[config.mk]
export PLATFORM = sky130hd
export DESIGN_NAME = fetch_stage
export DESIGN_NICKNAME = d
export VERILOG_FILES = /design/src/rtl/rv_pkg.sv /design/src/rtl/fetch_stage_pc_gen.sv /design/src/rtl/fetch_stage.sv
export SDC_FILE = /design/constraint.sdc
export NUM_CORES = 1
export LEC_CHECK = 0
export CORE_MARGIN = 2
export CORE_UTILIZATION = 41
export DETAILED_ROUTE_END_ITERATION = 10
export GPL_TIMING_DRIVEN = 1
export PLACE_DENSITY = 0.82
export SLEW_MARGIN = 15
export SYNTH_ARGS = -nofsm -noshare
export SYNTH_HDL_FRONTEND = slang
export SYNTH_SLANG_ARGS = --single-unit
[constraint.sdc]
create_clock -name clk -period 2.86 [get_ports clk]
set_input_delay 0.572 -clock clk [delete_from_list [all_inputs] [get_ports clk]]
set_output_delay 0.572 -clock clk [all_outputs]
set_load 0.1 [all_outputs]
[src/rtl/rv_pkg.sv]
// Shared RV32 core definitions.
//   XLEN          architectural register / address width
//   NOP_INSTR     canonical no-op (addi x0, x0, 0) used as the idle fill value
//   fetch_state_e fetch sequencer states
package rv_pkg;

  localparam int XLEN = 32;

  localparam logic [XLEN-1:0] NOP_INSTR = 32'h0000_0013;

  typedef enum logic [1:0] {
    IDLE = 2'd0,
    RUN  = 2'd1,
    HALT = 2'd2
  } fetch_state_e;

endpackage

[src/rtl/fetch_stage_pc_gen.sv]
// Program counter generator for the fetch stage.
// Holds the PC, advances it by 4 on a load, and takes an aligned redirect target.
// Also reports whether the current PC may be fetched without aliasing in memory.
// Ports:
//   clk, rst     clock / synchronous active-high reset
//   advance      a fetch was loaded this cycle: pc <= pc + 4
//   redirect_en  aligned redirect accepted this cycle: pc <= redirect_pc
//   redirect_pc  redirect target byte address
//   pc           current program counter
//   pc_legal     pc is word aligned and inside the instruction memory
module pc_gen
  import rv_pkg::*;
#(
  parameter logic [31:0] RESET_PC   = 32'h0000_0000,
  parameter int          IMEM_WORDS = 64
) (
  input  logic            clk,
  input  logic            rst,
  input  logic            advance,
  input  logic            redirect_en,
  input  logic [XLEN-1:0] redirect_pc,
  output logic [XLEN-1:0] pc,
  output logic            pc_legal
);

  localparam logic [XLEN-3:0] WORD_LIMIT = (XLEN-2)'(IMEM_WORDS);

  logic [XLEN-1:0] pc_p0;

  always_ff @(posedge clk) begin
    if (rst) begin
      pc_p0 <= RESET_PC;
    end else if (redirect_en) begin
      pc_p0 <= redirect_pc;
    end else if (advance) begin
      // Wraps modulo 2^32; a wrapped PC is caught by the range check anyway.
      pc_p0 <= pc_p0 + XLEN'(4);
    end
  end

  assign pc       = pc_p0;
  assign pc_legal = (pc_p0[1:0] == 2'b00) && (pc_p0[XLEN-1:2] < WORD_LIMIT);

endmodule

[src/rtl/fetch_stage.sv]
// RV32 instruction-fetch stage.
// Drives the instruction memory address from the PC, registers {pc, instruction}
// into the IF/ID register with a valid/ready handshake toward decode, applies
// redirects from execute (squashing the wrong-path entry), and halts on an
// out-of-range PC or a misaligned redirect target.
// Ports:
//   clk, rst        clock / synchronous active-high reset
//   imem_addr       byte address to instruction memory (always equals pc)
//   imem_instr      instruction word returned combinationally for imem_addr
//   redirect_valid  execute requests a PC change this cycle
//   redirect_pc     redirect target byte address
//   out_valid       out_pc/out_instr hold a fetched instruction
//   out_ready       decode accepts the output this cycle
//   out_pc          PC of out_instr
//   out_instr       fetched instruction
//   halted          sticky: fetch has stopped
//   fetch_err       sticky: the halt was caused by a misaligned redirect
module fetch_stage
  import rv_pkg::*;
#(
  parameter logic [31:0] RESET_PC   = 32'h0000_0000,
  parameter int          IMEM_WORDS = 64
) (
  input  logic            clk,
  input  logic            rst,
  output logic [XLEN-1:0] imem_addr,
  input  logic [XLEN-1:0] imem_instr,
  input  logic            redirect_valid,
  input  logic [XLEN-1:0] redirect_pc,
  output logic            out_valid,
  input  logic            out_ready,
  output logic [XLEN-1:0] out_pc,
  output logic [XLEN-1:0] out_instr,
  output logic            halted,
  output logic            fetch_err
);

  fetch_state_e    state_q, state_d;
  logic [XLEN-1:0] pc;
  logic            pc_legal;
  logic            load;
  logic            redirect_ok;
  logic            redirect_bad;
  logic            halt_now;
  logic            vld_d;

  logic            vld_p1;
  logic [XLEN-1:0] pc_p1;
  logic [XLEN-1:0] instr_p1;
  logic            halted_q;
  logic            fetch_err_q;

  pc_gen #(
    .RESET_PC   (RESET_PC),
    .IMEM_WORDS (IMEM_WORDS)
  ) u_pc_gen (
    .clk         (clk),
    .rst         (rst),
    .advance     (load),
    .redirect_en (redirect_ok),
    .redirect_pc (redirect_pc),
    .pc          (pc),
    .pc_legal    (pc_legal)
  );

  assign imem_addr = pc;

  always_ff @(posedge clk) begin
    if (rst) begin
      state_q <= IDLE;
    end else begin
      state_q <= state_d;
    end
  end

  // Redirect outranks everything; it is only honoured while running.
  always_comb begin
    state_d      = state_q;
    load         = 1'b0;
    redirect_ok  = 1'b0;
    redirect_bad = 1'b0;
    halt_now     = 1'b0;
    case (state_q)
      IDLE: state_d = RUN;
      RUN: begin
        if (redirect_valid) begin
          if (redirect_pc[1:0] == 2'b00) begin
            redirect_ok = 1'b1;
          end else begin
            redirect_bad = 1'b1;
            state_d      = HALT;
          end
        end else if (!pc_legal) begin
          halt_now = 1'b1;
          state_d  = HALT;
        end else if (!vld_p1 || out_ready) begin
          load = 1'b1;
        end
      end
      HALT: state_d = HALT;
      default: state_d = IDLE;
    endcase
  end

  // A redirect squashes the held entry even if decode is taking it this cycle.
  always_comb begin
    vld_d = vld_p1;
    if (redirect_ok || redirect_bad) begin
      vld_d = 1'b0;
    end else if (load) begin
      vld_d = 1'b1;
    end else if (out_ready) begin
      vld_d = 1'b0;
    end
  end

  // ---- IF/ID register (stage 1) ----
  always_ff @(posedge clk) begin
    if (rst) begin
      vld_p1      <= 1'b0;
      pc_p1       <= '0;
      instr_p1    <= NOP_INSTR;
      halted_q    <= 1'b0;
      fetch_err_q <= 1'b0;
    end else begin
      vld_p1 <= vld_d;
      if (load) begin
        pc_p1    <= pc;
        instr_p1 <= imem_instr;
      end
      if (redirect_bad || halt_now) begin
        halted_q <= 1'b1;
      end
      if (redirect_bad) begin
        fetch_err_q <= 1'b1;
      end
    end
  end

  assign out_valid = vld_p1;
  assign out_pc    = pc_p1;
  assign out_instr = instr_p1;
  assign halted    = halted_q;
  assign fetch_err = fetch_err_q;

endmodule

==> flow_results.org, run 1 <==
** Detailed routing
- The routed design has 9.53 mm of wire.
- Starting DRC count in detailed routing :: 106
- After detailed routing, the number of vias per cell comes to 4.87.
- The detail route stage leaves a number of antenna-violating nets equal to 0.
- Avg WL per Cell :: 13.9 um
- For this run, the detailed router's first-pass iteration total came to 4.
- Total vias in the final route :: 3332
- In the routed design, unresolved DRC markers number 0.

** Logic synthesis
- After synthesis, the mean cell area works out to about 8.6 sq um.
- The most common cell in the synthesized netlist is nand2_1.
- Sequential-to-total area share from yosys stat :: 0.571
- Most used standard cells in the synthesized netlist :: nand2_1, dfxtp_1, a21oi_1
- Biggest area contributors in the synthesized netlist :: dfxtp_1, nand2_1, a21oi_1
- Area share of the leading cell type in the synthesized netlist :: 0.571
- Number of enable-type register cells in the synthesized netlist :: 0
- Count of cell types in the netlist :: 36
- In the synthesized netlist the dominant register cell turns out to be dfxtp_1.
- Counting every net in the synthesized netlist gives slightly below 500.
- The cell area that synthesis handed to floorplanning was 3540 sq um.
- Gate count of the mapped netlist :: 412
- Flip-flop and latch count after synthesis :: 101
- The synthesized design spends more area on one cell type than any other, namely dfxtp_1.
- Async set-or-reset flop fraction in the synthesized netlist :: 0
- During synthesis, Yosys emitted a total of 0 warnings.

** Setup path
- The worst setup path is launched from a register.
- Measured in cells, the most critical reg-to-reg path has a length of 7.
- Data required time at the worst endpoint :: about 3.1 ns
- The worst setup path is captured at a register.
- Slack of the worst reg-to-reg path :: 0.51 ns
- Capturing point of the worst reg2reg path :: out_instr[11]
- Worst-path maximum fanout :: 29
- The worst setup path is of the register to register kind.
- Reg-to-reg startpoint :: u_pc_gen.pc[19]
- STA puts the critical path data arrival time at 2.63 ns.

** Timing
- Final setup violation count :: 0
- The clock period could shrink to 2.35 ns.
- Setup TNS after final layout :: 0 ns
- Across the routed clock network, the largest skew measured is 0.00863 ns.
- The number of hold violations in the final report is 0.
- For the pin with the worst max-slew slack, the measured transition is 0.644 ns.
- Setup repair after global routing missed its margin :: false
- The number of max-slew violations in the final report was 0.
- Period Utilization, post-route :: 0.821
- Max Freq :: 0.426 GHz
- Headroom to the max-slew limit :: 0.571

** Placement
- Number of input and output port buffers inserted :: 166
- The placed instances occupy a cell area of 5070 sq um.
- Post-detail-place hpwl :: 7.11 mm
- Final RePlAce weighted congestion :: 0.772

** Power and ir drop
- IR analysis of the VDD net gives a maximum drop of 342 uV.
- Design Power :: 4.11 mW
- Power Density :: slightly below 800 nW/um^2
- Summed over all cells, the static leakage comes to 2.18 nW.

** Final layout
- Antenna diode instance count :: 0
- In the final layout, the share of cells above drive strength 1 is 0.223.
- Sequential cell area :: 2020 sq um
- Post-synthesis to final-layout area growth :: 48.9%
- Fill cells in the final layout number ~710.
- Post-route cell area :: approximately 5300 sq um
- # nets final :: 645
- Footprint of the multi-input gates :: around 1400 sq um

** Floorplanning
- Standard-cell row count :: 33
- Initial cell density of the core :: 0.426
- Area of the placeable core :: 8300 sq um
- The floorplan step set the die height to 96.9 um.
- In this run the horizontal extent of the chip is 96.9 um.
- The die covers ~9400 sq um.
- Num ports :: 167

** CTS
- The H-tree was split into 3 levels.
- TritonCTS built the clock tree.
- Setup repair bufs after CTS :: 0
- The longest clock path from root to sink contains 2 buffers.
- CTS placed an instance of clkbuf_8 at the clock tree root.
- Hold bufs inserted after CTS :: 0
- After clock tree synthesis, the clock-pin slew on the worst setup and hold paths is 0.09 ns.
- Clock tree synthesis found a total of just over 100 sinks.
- Later-pin clock latency in the skew report :: 0.35 ns
- In this run, CTS created clock tree buffers numbering 9.
- In this run, post-CTS repair resized a total of 0 instances.

** Global route
- Via count of the first global-routing pass :: ~3.2k
- Total congestion overflow after global routing :: 0
- Maximum number of pins on one net before global-route repair :: 36
- The initial antenna violation count is 0.
- Total routing resource utilization after global routing :: 0.201
- The first global-routing pass estimated roughly 16 mm of wire.

** Worst hold path
- Hold path start :: out_instr[18]
- Min-Delay Path Depth :: 2
- Class of the tightest hold or removal check :: register to register
- For hold timing, the worst endpoint is out_instr[18].

** Job
- Maximum capacitance violations :: 0

** Status
- The run finished with clean final reports.
-- power by group --
group / leakage (nW) / internal (mW) / switching, mW / total (mW)
logic: 1.27 / 0.413 / 1.19 / 1.61
clock network: 0.0899 / 0.430 / 0.449 / 0.879
registers: 0.817 / 1.53 / 0.0876 / 1.62
-- worst max-delay path, stage by stage (launching register included) --
cell,delay (ns)
dfxtp_1,0.34
or4_4,0.57
or3b_1,0.43
nor3_2,0.23
buf_12,0.22
buf_4,0.24
nand2_1,0.09
a21oi_1,0.15
-- metal layers --
layer | part of all wire | up-vias | global-route usage
met5 | 0 | - | 0
met4 | 0.013 | 0 | 0.0563
met3 | 0.066 | 10 | 0.0643
met2 | 0.51 | 109 | 0.355
met1 | 0.41 | 1540 | 0.232
li1 | - | 1673 | -
-- metrics by stage --
step           hold WS (ns)  instances  worst slack [ns]  utilization
3_5_place_dp          0.445        668             0.295        0.611
6_report              0.455        684             0.512        0.635
4_1_cts               0.459        684             0.517        0.635
2_1_floorplan         0.463        412             0.105            -
3_3_place_gp          0.438        668             0.315        0.611
5_1_grt               0.477        684             0.383        0.635
-- layout make-up --
class | instances | area share
clock buffer | 13 | 0.0283
clock inverter | 3 | 0.00855
inverter | 4 | 0.00285
tap | 105 | 0.0249
timing repair buffer | 177 | 0.286
multi-input combinational | 281 | 0.266
sequential | 101 | 0.384
-- logic make-up after synthesis --
logic type / synth area share
and+or+nand+nor: 0.252
muxes: 0.0159
adders and majority gates: 0.0106
buffers and inverters: 0.0339
xor gates and xnor gates: 0.00248
AOI/OAI and AO/OA: 0.113
DFF: 0.571
-- placed cells by master (no fill, tap or decap), drive strengths merged, types with 3 or more instances in the layout --
| cell type | Yosys | routed |
|---|---|---|
| ha | 3 | 3 |
| nand3 | 4 | 4 |
| clkdlybuf4s50 | 0 | 66 |
| nor4 | 5 | 5 |
| clkbuf | 19 | 13 |
| dfxtp | 101 | 101 |
| nand2b | 3 | 3 |
| nand2 | 126 | 126 |
| nand3b | 3 | 3 |
| buf | 7 | 111 |
| mux2i | 3 | 3 |
| inv | 4 | 4 |
| and2 | 26 | 26 |
| a31oi | 3 | 3 |
| nor3 | 6 | 6 |
| nor2 | 18 | 18 |
| a21oi | 59 | 59 |
-- sequential cells by signal, indices dropped and copies added, names as in the netlist --
name         flops
fetch_err        1
out_pc          32
out_valid        1
state_q          2
u_pc_gen.pc     32
halted           1
out_instr       32
-- worst max-delay path by stage --
stage                               start         endpoint  slack [ns]
after floorplan           u_pc_gen.pc[19]   u_pc_gen.pc[4]        0.11
after global placement     redirect_valid   u_pc_gen.pc[4]        0.31
after detailed placement   redirect_valid  u_pc_gen.pc[19]        0.29
after CTS                 u_pc_gen.pc[19]    out_instr[11]        0.52
after global routing      u_pc_gen.pc[19]    out_instr[12]        0.38
final                     u_pc_gen.pc[19]    out_instr[11]        0.51
Note: power is estimated with default switching activity, not from simulation.
==> run 2, diff against run 1 <==
==> constraint.sdc (replaced) <==
create_clock -name clk -period 2.27 [get_ports clk]
set_input_delay 0.454 -clock clk [delete_from_list [all_inputs] [get_ports clk]]
set_output_delay 0.454 -clock clk [all_outputs]
set_load 0.1 [all_outputs]
==> run 2 against run 1 <==
Die area is the same; critical endpoint is now u_pc_gen.pc[4]; cell area grew 3.2%; hold slack improved by 0.0026 ns; setup slack worse by 0.51 ns; non-clock buffer count increased by 15; flip-flop and latch count did not move; final cell count up 2.2%; clock-buffer cell count decreased by 3; via count grew 2.2%.
==> flow_results.org, run 2 (synthesis results as in run 1) <==
** CTS
- Clock-pin slew was measured on the worst setup and hold paths at 0.09 ns.
- The later pin in the worst-skew pair is clocked with a latency of between 0.3 and 0.4 ns.
- Hold bufs inserted after CTS :: 0
- H-Tree Level Count :: 3
- Max Buffers Root-to-Sink :: 2
- TritonCTS built the clock tree.
- For this design, the sink count on the clock tree is about 100.
- Buffers inserted during clock tree synthesis total 9.
- Root Buffer Master :: clkbuf_8

** Final layout
- The filler cells instantiated in the layout total approximately 680.
- Most common cell after layout, fill and taps aside :: nand2_1
- Final core occ :: 0.655
- Antenna diode instance count :: 0
- The count of cells in the finished layout, fillers not included, comes to 699.
- The finished cells cover ~5400 sq um.
- In the final layout, the share of cells above drive strength 1 is 0.264.
- At the end of the flow, the number of nets in the layout was 660.
- From synthesis to final layout, the design area changed by 53.6%.
- Top library cells by usage in the layout, fill and taps aside :: nand2_1, buf_4, dfxtp_1, clkdlybuf4s50_1, a21oi_1

** Setup path
- The worst setup path is launched from a register.
- The cell family contributing the most delay on the critical path is simple AND/OR/NAND/NOR gates.
- Together, buffers and inverters on the worst path number 0.
- Worst-path cell with the longest stage delay :: or4_4
- Endpoint class of the critical path :: register
- The worst setup path is of the register to register kind.
- Cell breakdown of the critical path :: or4_4 -> or3b_4 -> or3_4 -> mux2_4 -> o221a_1
- Worst-path maximum fanout :: 3
- STA puts the critical path data required time at 2.53 ns.
- Longest individual stage delay on the worst path :: 0.55 ns
- Worst EP arrival :: 2.52 ns

** Status
- The run finished with clean final reports.

** Global route
- The via count of the first global-routing pass was 3288.
- In the global route stage, overall resource usage came out at 0.205.
- Maximum number of pins on one net before global-route repair :: 27
- Wire length of the first global-routing pass :: approximately 16 mm
- Antenna violations before repair :: 0
- After global routing the overflow that remains totals 0.

** Timing
- Clock tree skew after final layout :: 0.0112 ns
- The number of hold violations in the final report came to 0.
- Hold is met by 0.458 ns.
- Setup repair after global routing could not meet its margin everywhere.
- Setup violations remaining at the end of the flow were counted as 0.
- Period Utilization, post-route :: 0.998
- Transition at the pin with the smallest max-transition slack :: 0.442 ns
- Minimum clock period :: 2.27 ns
- The number of max-slew violations in the final report came to 0.
- Static timing analysis puts the maximum clock frequency at 0.441 GHz.
- Headroom to the max-slew limit :: 0.702

** Floorplanning
- For this configuration, the core starts out at a cell density of 0.426.
- The floorplan step defined a die boundary enclosing 9390 sq um.
- Num ports :: 167
- From bottom edge to top edge, the die measures 96.9 um.
- Area of the placeable core :: 8300 sq um
- Measured along the x axis, the die boundary spans 96.9 um.
- Standard-cell row count :: 33

** Detailed routing
- Met1 WL :: 3.96 mm
- The first TritonRoute pass finished after 4 iterations.
- The routed design has between 9 and 10 mm of wire.
- Vias per cell :: 4.87
- Detailed routing inserted a total of 3405 vias.
- The routed design uses a little over 600 um of met3 wire.
- After detailed routing, the average wire length per cell comes to between 10 and 15 um.
- The detail route stage leaves a number of antenna-violating nets equal to 0.
- In this run, the number of DRC markers left after iteration 0 of detailed routing was approximately 110.
- Highest layer used for signal routing :: met4
- For this run, design rule violations remaining after detail routing come to 0.
- Sum of met2 wire segment lengths after detailed routing :: 5.00 mm

** Placement
- After detailed placement, the design holds a cell count of 678.
- Once placement finished, the instance area stood at 5150 sq um.
- Post-detail-place hpwl :: 7.33 mm
- Number of input and output port buffers inserted :: approximately 170
- Final RePlAce weighted congestion :: 0.779

** Power and ir drop
- Maximum vdd drop :: 418 uV
- For this design the static power due to leakage is 2.27 nW.
- Power comes to 5.24 mW.
- In this run the power density over the cells is 964 nW/um^2.

** Worst hold path
- The tightest min-delay check is of the register to register type.

** Job
- Across the run, the number of max-cap violations was 0.
-- run 2: where the power goes --
group,internal [mW],switching [mW]
clock network,0.434,0.617
registers,1.93,0.112
logic,0.601,1.54
total,2.96,2.27
-- run 2: layer usage --
layer	GRT usage	vias up
met2	0.353	111
met4	0.0823	0
met1	0.237	1571
met3	0.0643	19
li1	-	1704
met5	0	-
-- run 2: path summary, 6_finish.rpt --
kind	startpoint	end	cells past startpoint	slack [ns]
worst max-delay path	u_pc_gen.pc[21]	u_pc_gen.pc[4]	5	0.004
worst min-delay path	out_pc[2]	out_pc[2]	2	0.46
worst max register to register	u_pc_gen.pc[21]	u_pc_gen.pc[4]	5	0.004
worst min register to register	out_pc[2]	out_pc[2]	2	0.46
-- run 2: worst reg2reg max path: cells and delay by family, from the launching register on --
kind,cells,cell delay [ns]
AO/OA/AOI/OAI,1,0.22
flip-flops,1,0.35
multiplexers,1,0.30
AND/OR/NAND/NOR,3,1.30
-- run 2: area by class of cell --
type	count	area, sq um	area share
sequential	101	2030	0.374
timing repair buffer	192	1630	0.300
multi-input combinational	281	1440	0.265
clock buffer	10	138	0.0253
tap	105	131	0.0242
clock inverter	6	46.3	0.00852
inverter	4	15.0	0.00276
-- run 2: metrics by stage --
| step | TNS (ns) | setup slack (ns) |
|---|---|---|
| after detailed placement | -7.33 | -0.220 |
| final | 0 | 0.00376 |
| after global routing | -0.209 | -0.0491 |
| after global placement | -3.93 | -0.144 |
| after CTS | 0 | 0.00935 |
| after floorplan | -0.928 | -0.160 |
-- run 2: timing repair --
| item | 4_1_cts | 5_1_grt |
|---|---|---|
| pin swaps | 0 | 1 |
| setup endpoints to repair | 7 | 52 |
| setup buffers | 0 | 5 |
| resized for setup | 2 | 13 |
==> run 3, diff against run 2 <==
--- a/config.mk
+++ b/config.mk
@@ -5,7 +5,6 @@
 export SDC_FILE = /design/constraint.sdc
 export NUM_CORES = 1
 export LEC_CHECK = 0
-export CORE_MARGIN = 2
 export CORE_UTILIZATION = 41
 export DETAILED_ROUTE_END_ITERATION = 10
 export GPL_TIMING_DRIVEN = 1
==> run 3 against run 2 <==
Clock-buffer cell count stayed put; maximum frequency hardly changed; global-route usage is 0.090 points lower; final cell count is 0.14% lower; first-iteration DRC count is 36% lower; critical path type unchanged; critical endpoint unchanged.
==> flow_results.org, run 3 (synthesis results as in run 1) <==
** Final layout
- Post-route cell area :: 5520 sq um
- Post-synthesis to final-layout area growth :: 55.9%
- Most common cell after layout, fill and taps aside :: nand2_1
- Of the cells placed in the final design, the portion with a size suffix greater than 1 is 0.297.
- The library cells used most frequently in the layout, excluding fill and tap cells, are nand2_1, buf_4, dfxtp_1, clkdlybuf4s50_1, a21oi_1.
- # nets final :: 659
- Final core occ :: 0.665
- Count of placed standard cells in the final layout, fillers left out :: 698
- The number of antenna diodes in the final layout is 0.

** Detailed routing
- Wirelength, routed :: 9.51 mm
- Using the TritonRoute via totals, the vias-per-cell ratio works out to 4.84.
- Avg WL per Cell :: approximately 14 um
- After the first detailed-routing iteration, the DRC count stood at 72.
- The detail route stage leaves a number of antenna-violating nets equal to 0.
- DRC violations left :: 0
- Across all layers, the routed design uses 3379 vias.
- Before antenna repair, the detailed router went through 4 iterations.

** Timing
- Setup total negative slack on the finished layout was measured at 0 ns.
- For this run, the top clock speed supported by timing is 0.442 GHz.
- Setup repair after global routing missed its margin :: true
- Smallest setup slack after layout :: 0.00525 ns
- Headroom to the max-slew limit :: 0.560
- Of the available clock period, the critical path in the final layout requires 0.998.
- Clock skew on the completed layout was measured at 0.0167 ns.
- After layout, the minimum clock period comes to 2.26 ns.
- Final setup violation count :: 0
- Transition at the pin with the smallest max-transition slack :: 0.651 ns
- The tightest hold path in the finished design has a slack of 0.348 ns.
- Pins Over Slew Limit :: 0
- Final Hold Violating Endpoints :: 0

** Setup path
- Endpoint class of the critical path :: register
- In this run the critical register-to-register path is captured at u_pc_gen.pc[4].
- For this run, the slowest stage of the critical path takes 0.54 ns.
- Worst setup startpoint :: u_pc_gen.pc[21]
- Cell breakdown of the critical path :: or4_4 -> or3b_4 -> or3_4 -> mux2_4 -> o221a_1
- Family of cells with the greatest summed delay on the critical path :: simple AND/OR/NAND/NOR gates
- Reg-to-reg startpoint :: u_pc_gen.pc[21]
- STA puts the critical path data required time at 2.53 ns.
- Crit Path Class :: register to register
- On the critical path, the stage with the largest delay is an instance of or4_4.
- Slack of the worst reg-to-reg path :: 0.005 ns
- Worst EP arrival :: 2.52 ns
- Critical path launch point type :: register
- The number of buffers and inverters on the critical path is 0.
- In this run the worst path has a maximum fanout of 3.
- Measured in cells, the most critical reg-to-reg path has a length of 5.

** Power and ir drop
- Power Density :: 962 nW/um^2
- For this design the total switching power over the nets is 2.31 mW.
- Of the total power, the clock network draws 0.202.
- Part of the total power dissipated in combinational logic :: 0.414
- The internal power of the cells totals 2.99 mW.
- VDD sags by at most 476 uV.
- Power comes to 5.31 mW.
- Of the total power, the share spent switching nets is 0.436.
- Part of the total power dissipated in sequential elements :: 0.384
- Leakage :: 2.28 nW

** CTS
- Total CTS buffers :: 9
- Reg clk slew, reported paths :: 0.11 ns
- H-Tree Level Count :: 3
- For the worst-skew pair, the clock arrives at the later sink with an insertion delay of 0.37 ns.
- TritonCTS clock tree :: done
- Root Buffer Master :: clkbuf_8
- Max Buffers Root-to-Sink :: 2
- The clock drives just over 100 sinks.

** Placement
- The number of placed instances, taps included, is 681.
- The HPWL after detailed placement is around 6.9 mm.
- Standard cell area after detailed placement :: 5200 sq um
- The congestion estimate from routability-driven global placement came to 0.783.
- Number of input and output port buffers inserted :: roughly 170
- Post-placement setup slack :: -0.178 ns

** Floorplanning
- From left edge to right edge, the die measures 94.9 um.
- Initial cell density of the core :: 0.426
- Num ports :: 167
- Full die area :: 9010 sq um
- In this run the standard cell core region covers 8300 sq um.
- In this run the vertical extent of the chip is between 90 and 100 um.
- After floorplanning, the core was divided into 33 placement rows.

** Global route
- Total congestion overflow after global routing :: 0
- Entering global routing, the biggest net connects 27 pins.
- Via count of the first global-routing pass :: 3256
- Total routing resource utilization after global routing :: 0.205
- Antenna violations before repair :: 0
- Wire length of the first global-routing pass :: 14.4 mm

** Worst hold path
- Endpoint of the worst hold path :: u_pc_gen.pc[3]
- Hold path start :: rst
- Min-Delay Path Depth :: 2
- Class of the tightest hold or removal check :: primary input to register

** Status
- The flow ran to the end, and the final reports show no timing, DRC or antenna violations.

** Job
- Across the run, the number of max-cap violations was 0.
run 3: what timing repair did:
item / CTS / global route
hold buffers: 0 / 0
gates cloned: 0 / 1
resized for setup: 2 / 31
endpoints found under the setup margin: 7 / 40
buffers inserted: 0 / 0
pin swaps: 0 / 17
run 3: worst max-delay path by stage:
| stage | endpoint | slack, ns | cells after the start |
|---|---|---|---|
| floorplan | u_pc_gen.pc[4] | -0.16 | 6 |
| global placement | u_pc_gen.pc[4] | -0.14 | 6 |
| detailed placement | u_pc_gen.pc[19] | -0.18 | 7 |
| CTS | u_pc_gen.pc[3] | 0.002 | 9 |
| global route | out_instr[20] | -0.06 | 9 |
| finish | u_pc_gen.pc[4] | 0.005 | 5 |
run 3: final cells by class:
type / count / area [sq um]
multi-input cells: 281 / 1490
well taps: 105 / 131
inverters: 4 / 15.0
clock buffers: 10 / 128
repair buffers: 191 / 1660
fillers: 671 / 2780
clock inverters: 6 / 55.1
flip-flops and latches: 101 / 2030
run 3: worst reg2reg max path, stage by stage (launching register included):
cell and delay, ns:
dfxtp_4 0.36, or4_4 0.54, or3b_4 0.40, or3_4 0.35
mux2_4 0.30, o221a_1 0.21
run 3: metal layers:
| metal | track usage | share of wire | up-vias |
|---|---|---|---|
| met2 | 0.353 | 0.49 | 106 |
| met4 | 0.0859 | 0.026 | 0 |
| met1 | 0.234 | 0.41 | 1547 |
| li1 | - | - | 1706 |
| met3 | 0.0604 | 0.071 | 20 |
| met5 | 0 | 0 | - |
run 3: power groups by stage:
stage          clock (mW)  combinational [mW]  sequential [mW]
6_report             1.07                2.20             2.04
3_5_place_dp            0                2.10             2.08
4_1_cts              1.10                2.11             2.04
2_1_floorplan           0               0.518             3.08
3_3_place_gp            0                2.07             2.07
5_1_grt              1.17                2.31             2.06
